$ cat config.mk
export PLATFORM = sky130hd
export DESIGN_NAME = div_result_ctrl
export DESIGN_NICKNAME = d
export VERILOG_FILES = /design/src/rtl/div_result_ctrl.sv
export SDC_FILE = /design/constraint.sdc
export NUM_CORES = 1
export LEC_CHECK = 0
export BUFFER_PORTS_ARGS = -buffer_cell sky130_fd_sc_hd__buf_4
export CAP_MARGIN = 20
export CORE_UTILIZATION = 47
export CTS_CLUSTER_SIZE = 16
export DETAILED_ROUTE_END_ITERATION = 6
export PLACE_DENSITY = 0.8
export SETUP_SLACK_MARGIN = 0.4
export SLEW_MARGIN = 0
export SYNTH_ARGS = -nofsm -noshare
export SYNTH_HDL_FRONTEND = slang
export SYNTH_SLANG_ARGS = --single-unit
export TNS_END_PERCENT = 20
$ cat constraint.sdc
create_clock -name clk -period 2 [get_ports clk]
set_input_delay 0.1 -clock clk [delete_from_list [all_inputs] [get_ports clk]]
set_output_delay 0.1 -clock clk [all_outputs]
set_load 0.03 [all_outputs]
$ cat src/rtl/div_result_ctrl.sv
// Sequencing controller around a combinational signed divider: latches operands,
// waits SETTLE cycles for the divider path, then holds the HI/LO result until acknowledged.
module div_result_ctrl #(
    parameter int SETTLE = 4
) (
    input  logic               clk,
    input  logic               clr,
    input  logic               start,
    input  logic signed [31:0] dividend,
    input  logic signed [31:0] divisor,
    input  logic               flush,
    input  logic               done_ack,
    output logic signed [31:0] div_a,
    output logic signed [31:0] div_b,
    input  logic        [63:0] div_z,
    output logic signed [31:0] hi,
    output logic signed [31:0] lo,
    output logic               busy,
    output logic               done,
    output logic               dbz
);

    typedef enum logic [1:0] {
        IDLE = 2'd0,
        WAIT = 2'd1,
        DONE = 2'd2
    } state_t;

    state_t     state, state_nxt;
    logic [3:0] cnt;
    logic       accept;
    logic       take_dbz;
    logic       capture;
    logic       count_down;

    always_ff @(posedge clk or negedge clr) begin
        if (!clr) state <= IDLE;
        else      state <= state_nxt;
    end

    // flush wins over both counter expiry and done_ack; a start coinciding with flush is dropped
    always_comb begin
        state_nxt  = state;
        accept     = 1'b0;
        take_dbz   = 1'b0;
        capture    = 1'b0;
        count_down = 1'b0;
        case (state)
            IDLE: begin
                if (start && !flush) begin
                    if (divisor != 32'sd0) begin
                        accept    = 1'b1;
                        state_nxt = WAIT;
                    end else begin
                        take_dbz  = 1'b1;
                        state_nxt = DONE;
                    end
                end
            end
            WAIT: begin
                if (flush) begin
                    state_nxt = IDLE;
                end else if (cnt == 4'd0) begin
                    capture   = 1'b1;
                    state_nxt = DONE;
                end else begin
                    count_down = 1'b1;
                end
            end
            DONE: begin
                if (flush || done_ack) state_nxt = IDLE;
            end
            default: state_nxt = IDLE;
        endcase
    end

    // Operand latches, settle counter and result registers
    always_ff @(posedge clk or negedge clr) begin
        if (!clr) begin
            cnt   <= 4'd0;
            div_a <= '0;
            div_b <= '0;
            hi    <= '0;
            lo    <= '0;
            dbz   <= 1'b0;
        end else begin
            if (accept) begin
                div_a <= dividend;
                div_b <= divisor;
                cnt   <= 4'(SETTLE - 1);
                dbz   <= 1'b0;
            end
            if (count_down) cnt <= cnt - 4'd1;
            if (take_dbz) begin
                hi  <= dividend;
                lo  <= 32'hFFFF_FFFF;
                dbz <= 1'b1;
            end
            if (capture) begin
                hi <= div_z[63:32];
                lo <= div_z[31:0];
            end
        end
    end

    assign busy = (state != IDLE);
    assign done = (state == DONE);

endmodule

### Yosys cells after proc, flatten, opt, wreduce, memory -nomap -nowiden

Cells that the tools add are included.
Widths: inputs -> output; s select.

* output and inout bits: 131
* bits in latches: 0
* memories kept: 0
* word-level logic and storage cells: 50
* register bits after elaboration: 135
* RAM bits: 0
* ROM bits: 0
* input port bits: 133

* equality and inequality tests: 5
* bitwise operators: 0
* reductions and logical operators: 11
* mux-type cells: 26
* div/mod/pow operators: 0
* $lt $le $gt $ge: 0
* add/subtract/negate cells: 1
* shifts and indexed selects: 0
* multipliers: 0

Operators by type and width (number)
* $mux 32: 4
* $reduce_bool 32->1: 1
* $mux 1: 14
* $mux 2: 5
* $mux 4: 2
* $reduce_bool 2->1: 4
* $pmux 2 s3: 1
* $logic_not 4->1: 1
* $sub 4x1->4 const B: 1
* $ne 3x3->1 const B: 1
* $reduce_and 3->1: 1
* $eq 2x1->1 const B: 1
* $eq 2x2->1 const B: 1
* $logic_not 2->1: 1
* $ne 2x1->1 const B: 1
* $ne 2x2->1 const B: 1
* $logic_and 1x1->1: 1
* $logic_not 1->1: 1
* $logic_or 1x1->1: 1

### Logic depth before layout (Yosys ltp)

Gate-level depths: netlist of the first run.

* word-level depth: 6
* gate-level depth with buffers: 8

### Least setup slack after synthesis of the first run

Ideal clock, no wire load.

* kind: register to register
* start: register cnt[0]
* end: register hi[24]
* slack: 157 ps
* arrival time: 1717 ps
* buffers on the path: 1
* cell stages (with the launch flop): 7
* library setup time: 126 ps
* required time: 1874 ps
* clock period less this slack: 1843 ps
* cells stage by stage: dfrtp_1 inv_1 ha_1 nor3b_1 nand2_2 clkbuf_1 a311o_1

* word-level cells in the longest chain between the ends: 5
* elaborated cells on any way between the ends: 6

Ends and longest elaborated chain
* from (decl): RTL line 30 `logic [3:0] cnt;`
* from (signal assigned): RTL line 90 `cnt <= 4'(SETTLE - 1);`
* from (signal assigned): RTL line 93 `if (count_down) cnt <= cnt - 4'd1;`
* $logic_not 4->1 (*): RTL line 63 `end else if (cnt == 4'd0) begin`
* $mux 1 (*): RTL line 63
* $mux 1 (*): RTL line 61 `if (flush) begin`
* $mux 1 (*): RTL line 48 `case (state)`
* $mux 32 / $reduce_bool 2->1 (equally long branches)
* to (signal assigned): RTL line 95 `hi <= dividend;`
* to (signal assigned): RTL line 100 `hi <= div_z[63:32];`
* to (decl): RTL line 16 `output logic signed [31:0] hi,`

Every way passes the cells marked *; elsewhere a longest branch is shown, timed or not.
A chain may end at the register's enable or synchronous reset.

### Final worst setup path of the first run

* start: register state[1]
* end: register hi[9]

* word-level cells in the longest chain between the ends: 3
* elaborated cells on any way between the ends: 6

Ends and longest elaborated chain
* from (decl): RTL line 29 `state_t state, state_nxt;`
* from (signal assigned): RTL line 38 `else state <= state_nxt;`
* $eq 2x1->1 / $logic_not 2->1 (equally long branches): RTL line 48
* $mux 1: RTL line 48
* $mux 32 / $reduce_bool 2->1 (equally long branches)

Parallel ways exist; a longest one is shown, timed or not.

==> results.py, run 1 <==
metrics = {
    "placed_design": {
        "gp_congestion": 0.8364,
        "hpwl_mm": 12.16,
        "port_buffers": 263,
    },
    "sta": {
        "clock_skew_ns": 0.01010,
        "fmax_mhz": 575.3,
        "setup_tns_ns": 0,
        "min_period_over_period": 0.8691,
        "setup_violations": 0,
        "slew_headroom": 0.6398,
        "worst_pin_slew_ns": 0.5403,
        "period_minus_slack_ns": 1.738,
        "rsz0062_at_grt": "true",
        "slew_violations": 0,
        "whs_ns": -0.02385,
        "hold_viol": 1,
    },
    "route": {
        "drc_errors": 16,
        "post_drt_wl_per_cell_um": 21.36,
        "ant_nets": 0,
        "drt_first_pass_iters": 6,
        "drt_wl_total_mm": 22.18,
        "first_iter_violations": 400,
        "via_per_inst": 5.633,
        "vias": 5847,
    },
    "synthesis": {
        "postSynthRegisterBits": 135,
        "ys_types": 38,
        "syn-num-nets": 614,
        "synth_cells": 479,
        "syn_avg_cell_area_um2": 11.90,
        "yosys_warnings": 0,
        "syn_area_um2": 5698,
        "ys_seq_area_frac": 0.5929,
    },
    "floorplan": {
        "die_y_um": 112.1,
        "start_util": 0.4906,
        "die_w_um": 112.1,
        "core_region_area_um2": 11610,
        "io_pins": 264,
        "rows": 39,
        "die_area_um2": 12570,
    },
    "critical_path": {
        "crit_fanout": 29,
        "critPathCaptureType": "flip-flop",
        "crit_path_start_kind": "flip-flop",
        "critPathMaxStageDelay_ns": 0.59,
        "crit_end": "hi[9]",
        "cpMaxStageDelayCell": "or4b_4",
        "crit_family": "simple AND/OR/NAND/NOR gates",
        "critPathKind": "flip-flop to flip-flop",
        "r2r-end": "hi[9]",
        "crit_cells": 4,
        "crit_start": "state[1]",
        "timing.critical_path.cells": "or4b_4 -> nor3_4 -> buf_12 -> o21ai_0",
        "crit_buf_inv": 1,
        "arrival_ns": 2.02,
        "reg2reg_slack_ns": 0.26,
        "required_ns": 2.28,
        "reg2reg_from": "state[1]",
        "rr_worst_depth": 4,
    },
    "final_layout": {
        "area_growth_pct": 77.08,
        "drive_gt1_frac": 0.4407,
        "fin_util": 0.8688,
        "final_cell_mix": "284 x buf_4, 134 x dfrtp_1, 120 x dlygate4sd3_1, 58 x nor2_1, 38 x mux2_1",
        "final_nets": 1020,
        "final_common_cell": "buf_4",
    },
    "cts": {
        "cts_root_buf": "clkbuf_16",
        "htree_levels": 4,
        "numCtsBuffers": 17,
        "clockBufferDepth": 2,
        "clk_pin_slew_ns": 0.06,
        "cts_tree": "yes",
        "cts.sinks": 135,
        "clk-insertion-delay-late_ns": 0.43,
    },
    "grt": {
        "grt_max_degree": 66,
        "grt_pass1_wl_mm": 34.64,
        "overflow": 0,
        "grt_pass1_vias": 6535,
        "antenna_found_initial": 1,
        "grt_use_total": 0.3636,
    },
    "power_and_ir_drop": {
        "p_total_w": 0.01295,
        "leakage_nw": 4.938,
        "max-vdd-ir-drop_v": 0.0007824,
        "powerDensity_nw_per_um2": 1284,
    },
    "worst_hold_path": {
        "hp-start": "div_z[32]",
        "hold_path_class": "input port to flip-flop",
    },
    "run_status": {
        "violations": "design-rule violations, negative hold slack",
        "status": "finished with violations",
    },
    "job": {
        "drv_cap": 0,
    },
}
-- sequential cells by signal (all words and copies together) (netlist names) --
signal / count
div_a: 32
hi: 32
lo: 32
state: 2
dbz: 1
cnt: 4
div_b: 32
-- worst min path at each step --
| stage | cells past startpoint | end | slack (ns) |
|---|---|---|---|
| after global routing | 3 | hi[0] | 0.01 |
| final | 3 | hi[0] | -0.02 |
| after detailed placement | 1 | div_a[30] | 0.11 |
| after CTS | 3 | hi[0] | 0.003 |
| after floorplan | 0 | cnt[0] | -0.20 |
| after global placement | 1 | div_a[30] | 0.11 |
-- where the power goes --
group          internal [W]  switching (W)  leakage [nW]  total, W
clock network       0.00167        0.00111         0.260   0.00279
registers           0.00373       0.000699          1.66   0.00443
logic               0.00236        0.00338          3.01   0.00574
-- stage by stage --
step	worst slack [ns]	area [um^2]	hold WS, ns	cells
floorplan	0.3072	5732	-0.1956	479
global placement	0.1016	7906	0.1106	868
detailed placement	0.01544	7906	0.1122	868
CTS	0.3034	9988	0.002559	1033
global route	0.1959	10090	0.01161	1038
finish	0.2617	10090	-0.02385	1038
-- cells in the mapped netlist --
| master | number | area share |
|---|---|---|
| inv_1 | 2 | 0.0013 |
| mux2_2 | 26 | 0.051 |
| nor3b_1 | 1 | 0.0013 |
| nor4_1 | 8 | 0.0088 |
| o21ai_0 | 26 | 0.023 |
| dfrtp_1 | 135 | 0.59 |
| a211o_1 | 1 | 0.0015 |
| a22oi_1 | 1 | 0.0013 |
| or4b_1 | 1 | 0.0018 |
| mux2_1 | 38 | 0.075 |
| nor2b_1 | 1 | 0.0011 |
| ha_1 | 2 | 0.0044 |
| mux2i_1 | 26 | 0.046 |
| nor3b_2 | 1 | 0.0022 |
| clkbuf_2 | 2 | 0.0018 |
| nand4_1 | 31 | 0.034 |
| o211ai_1 | 3 | 0.0040 |
| a311o_1 | 3 | 0.0053 |
| xor2_1 | 1 | 0.0015 |
| a21oi_1 | 34 | 0.030 |
| buf_4 | 1 | 0.0013 |
| or2_2 | 3 | 0.0033 |
| buf_2 | 13 | 0.011 |
| or3b_2 | 1 | 0.0015 |
| nand2_2 | 1 | 0.0011 |
| and4_1 | 2 | 0.0031 |
| nor4b_4 | 1 | 0.0042 |
| clkbuf_1 | 13 | 0.0086 |
| and2_1 | 2 | 0.0022 |
| nor2_1 | 68 | 0.045 |
| buf_1 | 1 | 0.00066 |
| buf_6 | 4 | 0.0079 |
| and3_1 | 4 | 0.0044 |
| nor3_1 | 5 | 0.0044 |
| nand2_1 | 12 | 0.0079 |
| nand3_2 | 1 | 0.0018 |
| o21ai_1 | 2 | 0.0018 |
| nand3_1 | 2 | 0.0018 |
-- timing repair --
| item | 4_1_cts | 5_1_grt |
|---|---|---|
| pin swaps | 7 | 3 |
| buffers inserted | 11 | 4 |
| gates resized for setup | 37 | 19 |
| endpoints found under the hold margin | 162 | 0 |
| setup endpoints to repair | 122 | 134 |
| cloned | 6 | 0 |
| hold buffers | 120 | 0 |
-- worst reg2reg max path, stage by stage, from the launching register on --
cell and delay (ns):
dfrtp_2 0.45, or4b_4 0.59, nor3_4 0.19, buf_12 0.21, o21ai_0 0.17
-- logic make-up (layout without fill, tap and decap cells) --
group | after synthesis | in the layout | synth area share
AO/OA/AOI/OAI | 70 | 70 | 0.06653
XOR/XNOR | 1 | 1 | 0.001537
adder cells (fa/ha/maj) | 2 | 2 | 0.004391
buffers and inverters | 36 | 451 | 0.03294
flip-flops | 135 | 135 | 0.5929
multiplexers | 90 | 90 | 0.1722
other | 0 | 1 | 0
AND/OR/NAND/NOR | 145 | 145 | 0.1296
-- cell type report --
type                            count  area (um^2)
Clock inverter                      5        25.02
Antenna cell                        1        2.502
Clock buffer                       23        488.0
Multi-Input combinational cell    308         2298
Timing Repair Buffer              421         3710
Inverter                            2        7.507
Sequential cell                   135         3379
Tap cell                          143        178.9
Fill cell                         551         1524
-- layer usage --
metal  vias up  part of all wire  GRT usage
li1       2541                 -          -
met4         0             0.059     0.2542
met3       107             0.064    0.09017
met1      2870              0.34     0.3793
met2       329              0.53     0.6447
met5         -                 0          0
No activity file was read; power rests on OpenSTA's default activity.
==> inputs of run 2 (changes only) <==
==> constraint.sdc (replaced) <==
create_clock -name clk -period 1.9 [get_ports clk]
set_input_delay 0.095 -clock clk [delete_from_list [all_inputs] [get_ports clk]]
set_output_delay 0.095 -clock clk [all_outputs]
set_load 0.05 [all_outputs]
==> results.py, run 2 (synthesis results as in run 1) <==
metrics = {
    "run_status": {
        "status": "finished with violations",
        "violations": "design-rule violations, negative setup slack",
    },
    "sta": {
        "clock_skew_ns": 0.01021,
        "fmax_mhz": 515.3,
        "worst_pin_slew_ns": 0.6506,
        "min_period_over_period": 1.021,
        "hold_viol": 0,
        "setup_tns_ns": -0.5031,
        "setup_violations": 21,
        "fin_ws_ns": -0.04046,
        "slew_violations": 0,
        "slew_headroom": 0.5623,
        "rsz0062_at_grt": "true",
        "whs_ns": 0.0004838,
        "period_minus_slack_ns": 1.940,
    },
    "critical_path": {
        "crit_path_start_kind": "input port",
        "arrival_ns": 2.23,
        "rr_worst_depth": 6,
        "required_ns": 2.19,
        "critPathKind": "input port to flip-flop",
        "crit_start": "divisor[10]",
        "critPathCaptureType": "flip-flop",
        "reg2reg_from": "state[1]",
        "crit_end": "div_a[5]",
        "reg2reg_slack_ns": 0.11,
        "crit_fanout": 16,
        "r2r-end": "hi[30]",
    },
    "grt": {
        "grt_pass1_wl_mm": 33.04,
        "grt_use_total": 0.3462,
        "overflow": 0,
        "antenna_found_initial": 1,
        "grt_pass1_vias": 6232,
        "grt_max_degree": 72,
    },
    "power_and_ir_drop": {
        "max-vdd-ir-drop_v": 0.001039,
        "leakage_nw": 5.018,
        "powerDensity_nw_per_um2": 1559,
    },
    "cts": {
        "clk-insertion-delay-late_ns": 0.41,
        "cts_tree": "yes",
        "numCtsBuffers": 17,
        "cts.sinks": 135,
        "clk_pin_slew_ns": 0.06,
        "htree_levels": 4,
        "clockBufferDepth": 2,
        "cts_root_buf": "clkbuf_16",
    },
    "final_layout": {
        "final_common_cell": "buf_4",
        "fin_util": 0.8788,
        "instances_no_fill": 1046,
        "fillers": 507,
        "final_nets": 1024,
        "final_cell_mix": "283 x buf_4, 134 x dfrtp_1, 120 x dlygate4sd3_1, 64 x nor2_1, 37 x mux2_1",
        "drive_gt1_frac": 0.4424,
        "multi_input_area_um2": 2296,
        "ff_latch_area_um2": 3379,
        "area_growth_pct": 79.12,
    },
    "route": {
        "first_iter_violations": 479,
        "drc_errors": 18,
        "drt_first_pass_iters": 7,
        "ant_nets": 0,
        "via_per_inst": 5.763,
        "drt_wl_total_mm": 23.68,
        "vias": 6028,
        "post_drt_wl_per_cell_um": 22.64,
    },
    "floorplan": {
        "core_region_area_um2": 11610,
        "die_y_um": 112.1,
        "io_pins": 264,
        "die_area_um2": 12570,
        "rows": 39,
        "die_w_um": 112.1,
        "start_util": 0.4906,
    },
    "worst_hold_path": {
        "hold_path_class": "input port to flip-flop",
        "worstHoldPathCells": 3,
    },
    "placed_design": {
        "gp_congestion": 0.8335,
        "hpwl_mm": 12.41,
        "port_buffers": 263,
        "dpl.cell_count": 872,
    },
    "job": {
        "drv_cap": 0,
    },
}
==> run 2: changes by cell type in the layout (fill, tap and decap cells not counted), moves of 5 or more <==
cell | before | now
buf_16 | 6 | 1
nor2_2 | 9 | 3
o21ai_2 | 1 | 6
nor2_1 | 58 | 64
==> run 2: per-stage QoR <==
| stage | area (um^2) | setup slack, ns | total power (W) |
|---|---|---|---|
| 2_1_floorplan | 5732 | 0.2072 | 0.009230 |
| 3_3_place_gp | 7921 | -0.08859 | 0.01148 |
| 3_5_place_dp | 7921 | -0.1483 | 0.01168 |
| 4_1_cts | 9985 | 0.1765 | 0.01550 |
| 5_1_grt | 10210 | -0.04761 | 0.01639 |
| 6_report | 10210 | -0.04046 | 0.01591 |
==> run 2: final cells by class <==
cell class / count / share of cell area
clock inverters: 13 / 0.01753
inverters: 2 / 0.0007356
well taps: 143 / 0.01753
flip-flops and latches: 135 / 0.3311
multi-input cells: 308 / 0.2250
repair buffers: 425 / 0.3645
clock buffers: 19 / 0.04340
diodes: 1 / 0.0002452
==> run 2: how the worst min path moves through the flow <==
stage,slack [ns],to,startpoint
2_1_floorplan,-0.20,cnt[0],clr
3_3_place_gp,0.03,div_b[22],clr
3_5_place_dp,0.03,div_b[22],clr
4_1_cts,0.008,hi[22],div_z[54]
5_1_grt,0.02,hi[10],div_z[42]
6_report,0.0005,hi[10],div_z[42]
==> run 2: power by group <==
| part | switching (W) | internal [W] | leakage [nW] |
|---|---|---|---|
| clock network | 0.00129 | 0.00222 | 0.295 |
| logic | 0.00521 | 0.00252 | 3.06 |
| registers | 0.000740 | 0.00392 | 1.66 |
| total | 0.00724 | 0.00867 | 5.02 |
==> run 2: layer usage <==
metal  global-route usage  up-vias  routed length, um
met1               0.3672     2975               8288
met4               0.1947        0               1358
met5                    0        -                  0
li1                     -     2538                  -
met2               0.6269      415              12390
met3              0.08855      100               1644
==> run 2: worst max-delay path: stages <==
cell     delay [ns]
buf_4          0.12
nor4_1         0.59
nand4_1        0.38
o21ai_4        0.35
buf_4          0.31
mux2_2         0.37
==> run 2: repair_timing <==
| item | 4_1_cts | 5_1_grt |
|---|---|---|
| hold buffers | 120 | 0 |
| setup endpoints to repair | 135 | 136 |
| buffers inserted | 11 | 3 |
| cloned | 3 | 4 |
| pin swaps | 7 | 5 |
| gates resized for setup | 36 | 31 |
| endpoints found under the hold margin | 189 | 0 |
